File: config.mk
export PLATFORM = sky130hd
export DESIGN_NAME = mem_read_arbiter_flat
export DESIGN_NICKNAME = d
export VERILOG_FILES = /design/src/rtl/mem_read_arbiter_if.sv /design/src/rtl/mem_read_arbiter.sv /design/src/flat_wrapper.sv
export SDC_FILE = /design/constraint.sdc
export NUM_CORES = 1
export LEC_CHECK = 0
export CAP_MARGIN = 20
export CORE_AREA = 3 3 81 83
export DETAILED_ROUTE_END_ITERATION = 10
export DIE_AREA = 0 0 84 86
export DONT_BUFFER_PORTS = 1
export GPL_ROUTABILITY_DRIVEN = 0
export PLACE_DENSITY_LB_ADDON = 0.05
export SLEW_MARGIN = 25
export SYNTH_ARGS = -nofsm -noshare
export SYNTH_HDL_FRONTEND = slang
export SYNTH_SLANG_ARGS = --single-unit
export TNS_END_PERCENT = 100
File: constraint.sdc
create_clock -name clk -period 2.6 [get_ports clk]
set_input_delay 0.52 -clock clk [delete_from_list [all_inputs] [get_ports clk]]
set_output_delay 0.52 -clock clk [all_outputs]
set_load 0.005 [all_outputs]
File: src/rtl/mem_read_arbiter_if.sv
// Read channel bundle: AXI-lite style address request plus single data beat.
// master drives address/rready, slave drives arready and the data beat.
interface mem_read_arbiter_if #(
    parameter int DATA_LEN = 32
);
    logic                arvalid;
    logic                arready;
    logic [DATA_LEN-1:0] raddr;
    logic                rvalid;
    logic                rready;
    logic [2:0]          rresp;
    logic [DATA_LEN-1:0] rdata;

    modport master (
        output arvalid,
        output raddr,
        output rready,
        input  arready,
        input  rvalid,
        input  rresp,
        input  rdata
    );

    modport slave (
        input  arvalid,
        input  raddr,
        input  rready,
        output arready,
        output rvalid,
        output rresp,
        output rdata
    );
endinterface

File: src/rtl/mem_read_arbiter.sv
// Shares one memory read port between icache refill and LSU loads.
// ARB_ROUND_ROBIN_EN selects round-robin; undefined gives fixed LSU priority.
module mem_read_arbiter #(
    parameter int DATA_LEN = 32
) (
    input logic                  clk,
    input logic                  rst_n,
    mem_read_arbiter_if.slave    icache,
    mem_read_arbiter_if.slave    lsu,
    mem_read_arbiter_if.master   mem
);

    typedef enum logic [1:0] {
        ARB_IDLE,
        ARB_ADDR,
        ARB_DATA
    } arb_state_e;

    localparam logic GNT_ICACHE = 1'b0;
    localparam logic GNT_LSU    = 1'b1;

    arb_state_e          state_q, state_d;
    logic                grant_q, grant_d;
    logic                last_grant_q, last_grant_d;
    logic                mem_arvalid_q, mem_arvalid_d;
    logic [DATA_LEN-1:0] mem_raddr_q, mem_raddr_d;

    logic                win;
    logic                win_valid;
    logic [DATA_LEN-1:0] win_raddr;

    // Pick the requester that would be granted in IDLE this cycle
    always_comb begin
        win = GNT_ICACHE;
`ifdef ARB_ROUND_ROBIN_EN
        unique case (1'b1)
            icache.arvalid && lsu.arvalid: win = ~last_grant_q;
            icache.arvalid:                win = GNT_ICACHE;
            lsu.arvalid:                   win = GNT_LSU;
            default:                       win = ~last_grant_q;
        endcase
`else
        if (lsu.arvalid) begin
            win = GNT_LSU;
        end
`endif
        win_valid = (win == GNT_LSU) ? lsu.arvalid : icache.arvalid;
        win_raddr = (win == GNT_LSU) ? lsu.raddr : icache.raddr;
    end

    // Next-state and register updates for the arbitration FSM
    always_comb begin
        state_d       = state_q;
        grant_d       = grant_q;
        last_grant_d  = last_grant_q;
        mem_arvalid_d = mem_arvalid_q;
        mem_raddr_d   = mem_raddr_q;
        unique case (state_q)
            ARB_IDLE: begin
                if (win_valid) begin
                    grant_d       = win;
                    mem_raddr_d   = win_raddr;
                    mem_arvalid_d = 1'b1;
                    state_d       = ARB_ADDR;
                end
            end
            ARB_ADDR: begin
                if (mem_arvalid_q && mem.arready) begin
                    mem_arvalid_d = 1'b0;
                    state_d       = ARB_DATA;
                end
            end
            ARB_DATA: begin
                if (mem.rvalid && mem.rready) begin
`ifdef ARB_ROUND_ROBIN_EN
                    last_grant_d = grant_q;
`endif
                    state_d = ARB_IDLE;
                end
            end
            default: begin
                state_d       = ARB_IDLE;
                mem_arvalid_d = 1'b0;
            end
        endcase
    end

    // Requester-facing handshakes and data-beat routing
    always_comb begin
        icache.arready = 1'b0;
        lsu.arready    = 1'b0;
        icache.rvalid  = 1'b0;
        icache.rdata   = '0;
        icache.rresp   = 3'd0;
        lsu.rvalid     = 1'b0;
        lsu.rdata      = '0;
        lsu.rresp      = 3'd0;
        mem.rready     = 1'b0;
        unique case (state_q)
            ARB_IDLE: begin
                icache.arready = (win == GNT_ICACHE);
                lsu.arready    = (win == GNT_LSU);
            end
            ARB_DATA: begin
                if (grant_q == GNT_LSU) begin
                    mem.rready = lsu.rready;
                    lsu.rvalid = mem.rvalid;
                    lsu.rdata  = mem.rdata;
                    lsu.rresp  = mem.rresp;
                end else begin
                    mem.rready    = icache.rready;
                    icache.rvalid = mem.rvalid;
                    icache.rdata  = mem.rdata;
                    icache.rresp  = mem.rresp;
                end
            end
            default: begin
                mem.rready = 1'b0;
            end
        endcase
    end

    // State, grant and registered memory address channel
    always_ff @(posedge clk or negedge rst_n) begin
        if (!rst_n) begin
            state_q       <= ARB_IDLE;
            grant_q       <= GNT_ICACHE;
            last_grant_q  <= GNT_LSU;
            mem_arvalid_q <= 1'b0;
            mem_raddr_q   <= '0;
        end else begin
            state_q       <= state_d;
            grant_q       <= grant_d;
            last_grant_q  <= last_grant_d;
            mem_arvalid_q <= mem_arvalid_d;
            mem_raddr_q   <= mem_raddr_d;
        end
    end

    assign mem.arvalid = mem_arvalid_q;
    assign mem.raddr   = mem_raddr_q;

endmodule

File: src/flat_wrapper.sv
// flat-port wrapper written by rule: the top's interface ports become plain ports
module mem_read_arbiter_flat 
#(
    parameter int DATA_LEN = 32
)
  (clk, rst_n, icache_arvalid, icache_raddr, icache_rready, icache_arready, icache_rvalid, icache_rresp, icache_rdata, lsu_arvalid, lsu_raddr, lsu_rready, lsu_arready, lsu_rvalid, lsu_rresp, lsu_rdata, mem_arvalid, mem_raddr, mem_rready, mem_arready, mem_rvalid, mem_rresp, mem_rdata);
  mem_read_arbiter_if #(.DATA_LEN(DATA_LEN)) icache_i ();
  mem_read_arbiter_if #(.DATA_LEN(DATA_LEN)) lsu_i ();
  mem_read_arbiter_if #(.DATA_LEN(DATA_LEN)) mem_i ();
  input logic clk;
  input logic rst_n;
  input wire logic [$bits(icache_i.arvalid)-1:0] icache_arvalid;
  input wire logic [$bits(icache_i.raddr)-1:0] icache_raddr;
  input wire logic [$bits(icache_i.rready)-1:0] icache_rready;
  output wire logic [$bits(icache_i.arready)-1:0] icache_arready;
  output wire logic [$bits(icache_i.rvalid)-1:0] icache_rvalid;
  output wire logic [$bits(icache_i.rresp)-1:0] icache_rresp;
  output wire logic [$bits(icache_i.rdata)-1:0] icache_rdata;
  input wire logic [$bits(lsu_i.arvalid)-1:0] lsu_arvalid;
  input wire logic [$bits(lsu_i.raddr)-1:0] lsu_raddr;
  input wire logic [$bits(lsu_i.rready)-1:0] lsu_rready;
  output wire logic [$bits(lsu_i.arready)-1:0] lsu_arready;
  output wire logic [$bits(lsu_i.rvalid)-1:0] lsu_rvalid;
  output wire logic [$bits(lsu_i.rresp)-1:0] lsu_rresp;
  output wire logic [$bits(lsu_i.rdata)-1:0] lsu_rdata;
  output wire logic [$bits(mem_i.arvalid)-1:0] mem_arvalid;
  output wire logic [$bits(mem_i.raddr)-1:0] mem_raddr;
  output wire logic [$bits(mem_i.rready)-1:0] mem_rready;
  input wire logic [$bits(mem_i.arready)-1:0] mem_arready;
  input wire logic [$bits(mem_i.rvalid)-1:0] mem_rvalid;
  input wire logic [$bits(mem_i.rresp)-1:0] mem_rresp;
  input wire logic [$bits(mem_i.rdata)-1:0] mem_rdata;
  assign icache_i.arvalid = icache_arvalid;
  assign icache_i.raddr = icache_raddr;
  assign icache_i.rready = icache_rready;
  assign icache_arready = icache_i.arready;
  assign icache_rvalid = icache_i.rvalid;
  assign icache_rresp = icache_i.rresp;
  assign icache_rdata = icache_i.rdata;
  assign lsu_i.arvalid = lsu_arvalid;
  assign lsu_i.raddr = lsu_raddr;
  assign lsu_i.rready = lsu_rready;
  assign lsu_arready = lsu_i.arready;
  assign lsu_rvalid = lsu_i.rvalid;
  assign lsu_rresp = lsu_i.rresp;
  assign lsu_rdata = lsu_i.rdata;
  assign mem_arvalid = mem_i.arvalid;
  assign mem_raddr = mem_i.raddr;
  assign mem_rready = mem_i.rready;
  assign mem_i.arready = mem_arready;
  assign mem_i.rvalid = mem_rvalid;
  assign mem_i.rresp = mem_rresp;
  assign mem_i.rdata = mem_rdata;
  mem_read_arbiter #(.DATA_LEN(DATA_LEN)) u_core (.clk(clk), .rst_n(rst_n), .icache(icache_i), .lsu(lsu_i), .mem(mem_i));
endmodule
==> metrics.md <==
| Metric | Value |
|---|---|
| Area grow syn2layout | `7.84%` |
| Clock power share | `0.197` |
| Layout cell share with drive strength beyond 1 | `0.382` |
| HP Class | `input pin to async pin` |
| Die height | `86 µm` |
| Vias per cell | `5.54` |
| Final hold viol count | `0` |
| Rows | `28` |
| Final core utilization | `0.433` |
| Max stage delay on crit path | `0.44 ns` |
| Max cap viols | `0` |
| Placed instance area | `2420 µm²` |
| Final instance area | `2560 µm²` |
| CP delay by family, top | `simple AND/OR/NAND/NOR gates` |
| Slew margin rel. | `0.704` |
| Total track usage | `0.167` |
| Num ports | `215` |
| CTS buffer count | `5` |
| Antenna Cells | `0` |
| Status | `finished clean` |
| TNS Setup | `0 ns` |
| Register area share after synthesis | `0.379` |
| Leading post-synthesis cells by cell area | `dfrtp_1 38%, and2_1 19%, mux2_4 18%` |
| Die W | `84 µm` |
| Final WS setup | `0.530 ns` |
| Pre-antenna DRT Iters | `4` |
| Dpl ws | `0.761 ns` |
| Largest net degree at the start of global routing | `37` |
| Total grt overflow | `0` |
| CP Class | `flip-flop to output port` |
| Synth Cell Area | `2380 µm²` |
| Residual DRC | `0` |
| Post-Layout Cell Count | `279` |
| Total Wirelength | `6430 µm` |
| Post-CTS Setup Bufs | `0` |
| Worst Path Max Fanout | `36` |
| Initial drt markers | `54` |
| Core ar. | `5920 µm²` |
| Synth warn | `0` |
| Seq cells post-synth | `36` |
| Critical path data arrival time | `1.55 ns` |
| First-pass GRT wire length | `9280 µm` |
| Comb power frac | `0.383` |
| Pwr dens | `1050 nW/µm²` |
| Unique masters post-synth | `22` |
| Hold_buf cts | `1` |
| Worst path buffer plus inverter count | `1` |
| Clock-pin slew on the worst setup and hold paths | `0.07 ns` |
| Peak Freq | `483 MHz` |
| Overall power | `2.70 mW` |
| Die area | `7220 µm²` |
| Port bufs | `0` |
| Switching share of power | `0.318` |
| Startpoint Class | `flip-flop` |
| Post-synthesis average cell area | `11.5 µm²` |
| Starting density of the core | `0.402` |
| Leak | `1.14 nW` |
| Worst path slowest cell | `dfrtp_1` |
| Via count | `1546` |
| Worst-path cell chain | `nand2b_1 > nor2_1 > buf_4 > and2_1` |
| Setup violators final | `0` |
| Post-CTS sizing | `0` |
| Antenna violations before repair | `0` |
| Placed cell count | `270` |
| Internal | `1.84 mW` |
| Seq pwr share | `0.420` |
| Number of global-route vias before repair | `1545` |
| Hold slack | `0.0644 ns` |
| Max Slew Vio Count | `0` |
| Synth top area share | `0.379` |
| Mapped Nets | `313` |
| Number of clock sinks | `36` |
| Worst Skew | `0.00391 ns` |
| Switching pwr | `0.859 mW` |
| Worst vdd ir | `422 µV` |
| DR WL/cell | `23.1 µm` |
| Reg2Reg Setup Slack | `0.77 ns` |
| CP Capture Type | `output port` |
| Clk buf depth | `2` |
| Critical Path RT | `2.08 ns` |
| Antenna viol nets, final | `0` |
| RSZ-0062 raised after global routing | `false` |
| Worst slew pin tran | `0.444 ns` |
| Yosys top cell by area | `dfrtp_1` |
| Final #Nets | `310` |
| Tmin final | `2.07 ns` |
| Number of H-tree levels | `2` |
| Root buf cell | `clkbuf_8` |
| CTS tree | `built` |
| Fin crit share | `0.796` |
| Synthesized instance count | `206` |
| Clk_lat worst skew | `0.28 ns` |
| Final HPWL DP | `5260 µm` |
worst paths after layout:
path                                           from                    to  cells after the start
worst max-delay path              u_core.state_q[0]      icache_rdata[31]                      4
worst min-delay path                          rst_n   u_core.mem.raddr[8]                      1
worst max register to register    u_core.state_q[1]  u_core.mem.raddr[23]                      4
worst min register to register  u_core.mem.raddr[8]   u_core.mem.raddr[8]                      1
max in group asynchronous                     rst_n        u_core.grant_q                      1
min in group clk                     icache_arvalid        u_core.grant_q                      2
registers in the layout, summed over array words and instances (netlist names):
| signal | cells |
|---|---|
| u_core.mem.raddr | 32 |
| u_core.grant_q | 1 |
| u_core.state_q | 2 |
| u_core.mem.arvalid | 1 |
synthesized netlist by cell type:
library cell	n
buf_4	1
nand2b_1	1
o22ai_1	1
nand2_1	2
inv_1	2
clkbuf_1	1
dfrtp_1	36
a31o_2	1
buf_6	3
o21ai_0	1
nor2_1	4
o21a_1	1
nand3_1	1
clkbuf_2	5
buf_2	4
mux2i_1	1
and2_1	73
mux2_2	36
mux2_4	28
a21o_1	2
nor2b_1	1
nor3_1	1
layout by cell type, fill, tap and decap left out:
cell | synthesis | final
mux2_4 | 28 | 28
o21ai_0 | 1 | 1
bufinv_16 | 0 | 1
o22ai_1 | 1 | 1
a21o_1 | 2 | 2
o21a_2 | 0 | 1
nand2_1 | 2 | 2
dfrtp_1 | 36 | 36
and2_1 | 73 | 73
nand2b_1 | 1 | 1
mux2_2 | 36 | 36
mux2i_1 | 1 | 1
buf_12 | 0 | 2
inv_1 | 2 | 2
buf_4 | 1 | 2
nor2_1 | 4 | 4
clkbuf_8 | 0 | 7
nor2b_1 | 1 | 1
nand3_1 | 1 | 1
a31o_2 | 1 | 1
nor3_1 | 1 | 1
layer usage:
layer / wire (µm) / part of all wire / vias to the layer above / track usage
met1: 2150 / 0.33 / 756 / 0.177
met5: 0 / 0 / - / 0
met4: 74 / 0.012 / 0 / 0.0439
met2: 3630 / 0.56 / 109 / 0.317
met3: 577 / 0.090 / 8 / 0.0557
li1: - / - / 673 / -
worst register-to-register path, stage by stage, from the launching register on:
cell	delay [ns]
dfrtp_1	0.43
nor2_1	0.20
o21a_2	0.46
buf_12	0.26
mux2_2	0.36
logic make-up after synthesis:
logic type	after synthesis	synth area share
AO/OA/AOI/OAI	6	0.0179
AND/OR/NAND/NOR	83	0.211
flip-flops	36	0.379
multiplexers	65	0.351
buffers and inverters	16	0.0410
power by group through the flow:
stage,Sequential (mW),Clock [mW],Combinational [mW]
after floorplan,1.04,0,0.951
after global placement,1.15,0,1.00
after detailed placement,1.14,0,1.04
after CTS,1.15,0.549,1.05
after global routing,1.18,0.579,1.13
final,1.13,0.533,1.03
area by class of cell:
cell class / instances / area, µm²
flip-flops and latches: 36 / 901
inverters: 2 / 7.51
multi-input cells: 154 / 1380
well taps: 75 / 93.8
clock inverters: 1 / 30.0
clock buffers: 7 / 96.3
fillers: 549 / 3360
repair buffers: 4 / 55.1
Note: power is estimated with default switching activity, not from simulation.
==> RTL edit (same flow settings) <==
`DATA_LEN` is set to 32 in 3 places; all go to 64.
--- a/src/rtl/mem_read_arbiter_if.sv
+++ b/src/rtl/mem_read_arbiter_if.sv
@@ -1,7 +1,7 @@
 // Read channel bundle: AXI-lite style address request plus single data beat.
 // master drives address/rready, slave drives arready and the data beat.
 interface mem_read_arbiter_if #(
-    parameter int DATA_LEN = 32
+    parameter int DATA_LEN = 64
 );
     logic                arvalid;
     logic                arready;
--- a/src/rtl/mem_read_arbiter.sv
+++ b/src/rtl/mem_read_arbiter.sv
@@ -1,7 +1,7 @@
 // Shares one memory read port between icache refill and LSU loads.
 // ARB_ROUND_ROBIN_EN selects round-robin; undefined gives fixed LSU priority.
 module mem_read_arbiter #(
-    parameter int DATA_LEN = 32
+    parameter int DATA_LEN = 64
 ) (
     input logic                  clk,
     input logic                  rst_n,
--- a/src/flat_wrapper.sv
+++ b/src/flat_wrapper.sv
@@ -1,7 +1,7 @@
 // flat-port wrapper written by rule: the top's interface ports become plain ports
 module mem_read_arbiter_flat 
 #(
-    parameter int DATA_LEN = 32
+    parameter int DATA_LEN = 64
 )
   (clk, rst_n, icache_arvalid, icache_raddr, icache_rready, icache_arready, icache_rvalid, icache_rresp, icache_rdata, lsu_arvalid, lsu_raddr, lsu_rready, lsu_arready, lsu_rvalid, lsu_rresp, lsu_rdata, mem_arvalid, mem_raddr, mem_rready, mem_arready, mem_rvalid, mem_rresp, mem_rdata);
   mem_read_arbiter_if #(.DATA_LEN(DATA_LEN)) icache_i ();
Interface: changed (6 resized); port bits go from 215 to 407. The function was not compared with the original's and may differ.
==> RTL edit against the unedited design <==
  * The flow now stops in 3_2_place_iop
  * Area after synthesis grew 80%
==> RTL edit: results (changes against the unedited design) <==
SYNTH
------------------------------------------------------------------------------------
Predominant post-synthesis flop cell                                    sky130_fd_sc_hd__dfrtp_1
Yosys synthesis warning count                                                      0   unchanged
Top cell types by occurrence after synthesis                            137 x sky130_fd_sc_hd__and2_1, 116 x sky130_fd_sc_hd__mux2_2, 68 x sky130_fd_sc_hd__dfrtp_1, 12 x sky130_fd_sc_hd__mux2_1, 9 x sky130_fd_sc_hd__clkbuf_1
Share of synthesized registers carrying an async set or reset                   100%   unchanged
Area share of fa/ha/maj cells after synthesis                                     0%   unchanged
Post-synth net total                                                             583   +86%
Flip-flop and latch count after synthesis                                         68   +89%
Post-synth design cell area                                             0.00428 mm^2   +80%
Count of cell types in the netlist                                                23   +4.5%
Sequential element share of the synthesized area                               39.7%   +1.9 points
Largest cells by area after synthesis                                   sky130_fd_sc_hd__dfrtp_1 40%, sky130_fd_sc_hd__mux2_2 30%, sky130_fd_sc_hd__and2_1 20%
Parity-gate share of the synthesized area counting xor and xnor cells             0%   unchanged
Mux contribution to synthesized area                                           33.9%   -1.3 points
Gate count after technology mapping                                              380   +84%
Complex-gate fraction of the synthesized area                                 0.964%   -0.82 points

OUTCOME
------------------------------------------------------------------------------------
First logged error message                                              [ERROR PPL-0024] Number of IO pins (407) exceeds maximum number of available positions (296). Increase the die perimeter from 340.00um to 553.52um.
Outcome                                                                 stopped before the end
Fail Step                                                               3_2_place_iop

-- RTL edit: cell families after synthesis --
kind of cell / Yosys count
compound gates: 6
buf+inv: 30
flops: 68
mux: 129
simple gates: 147
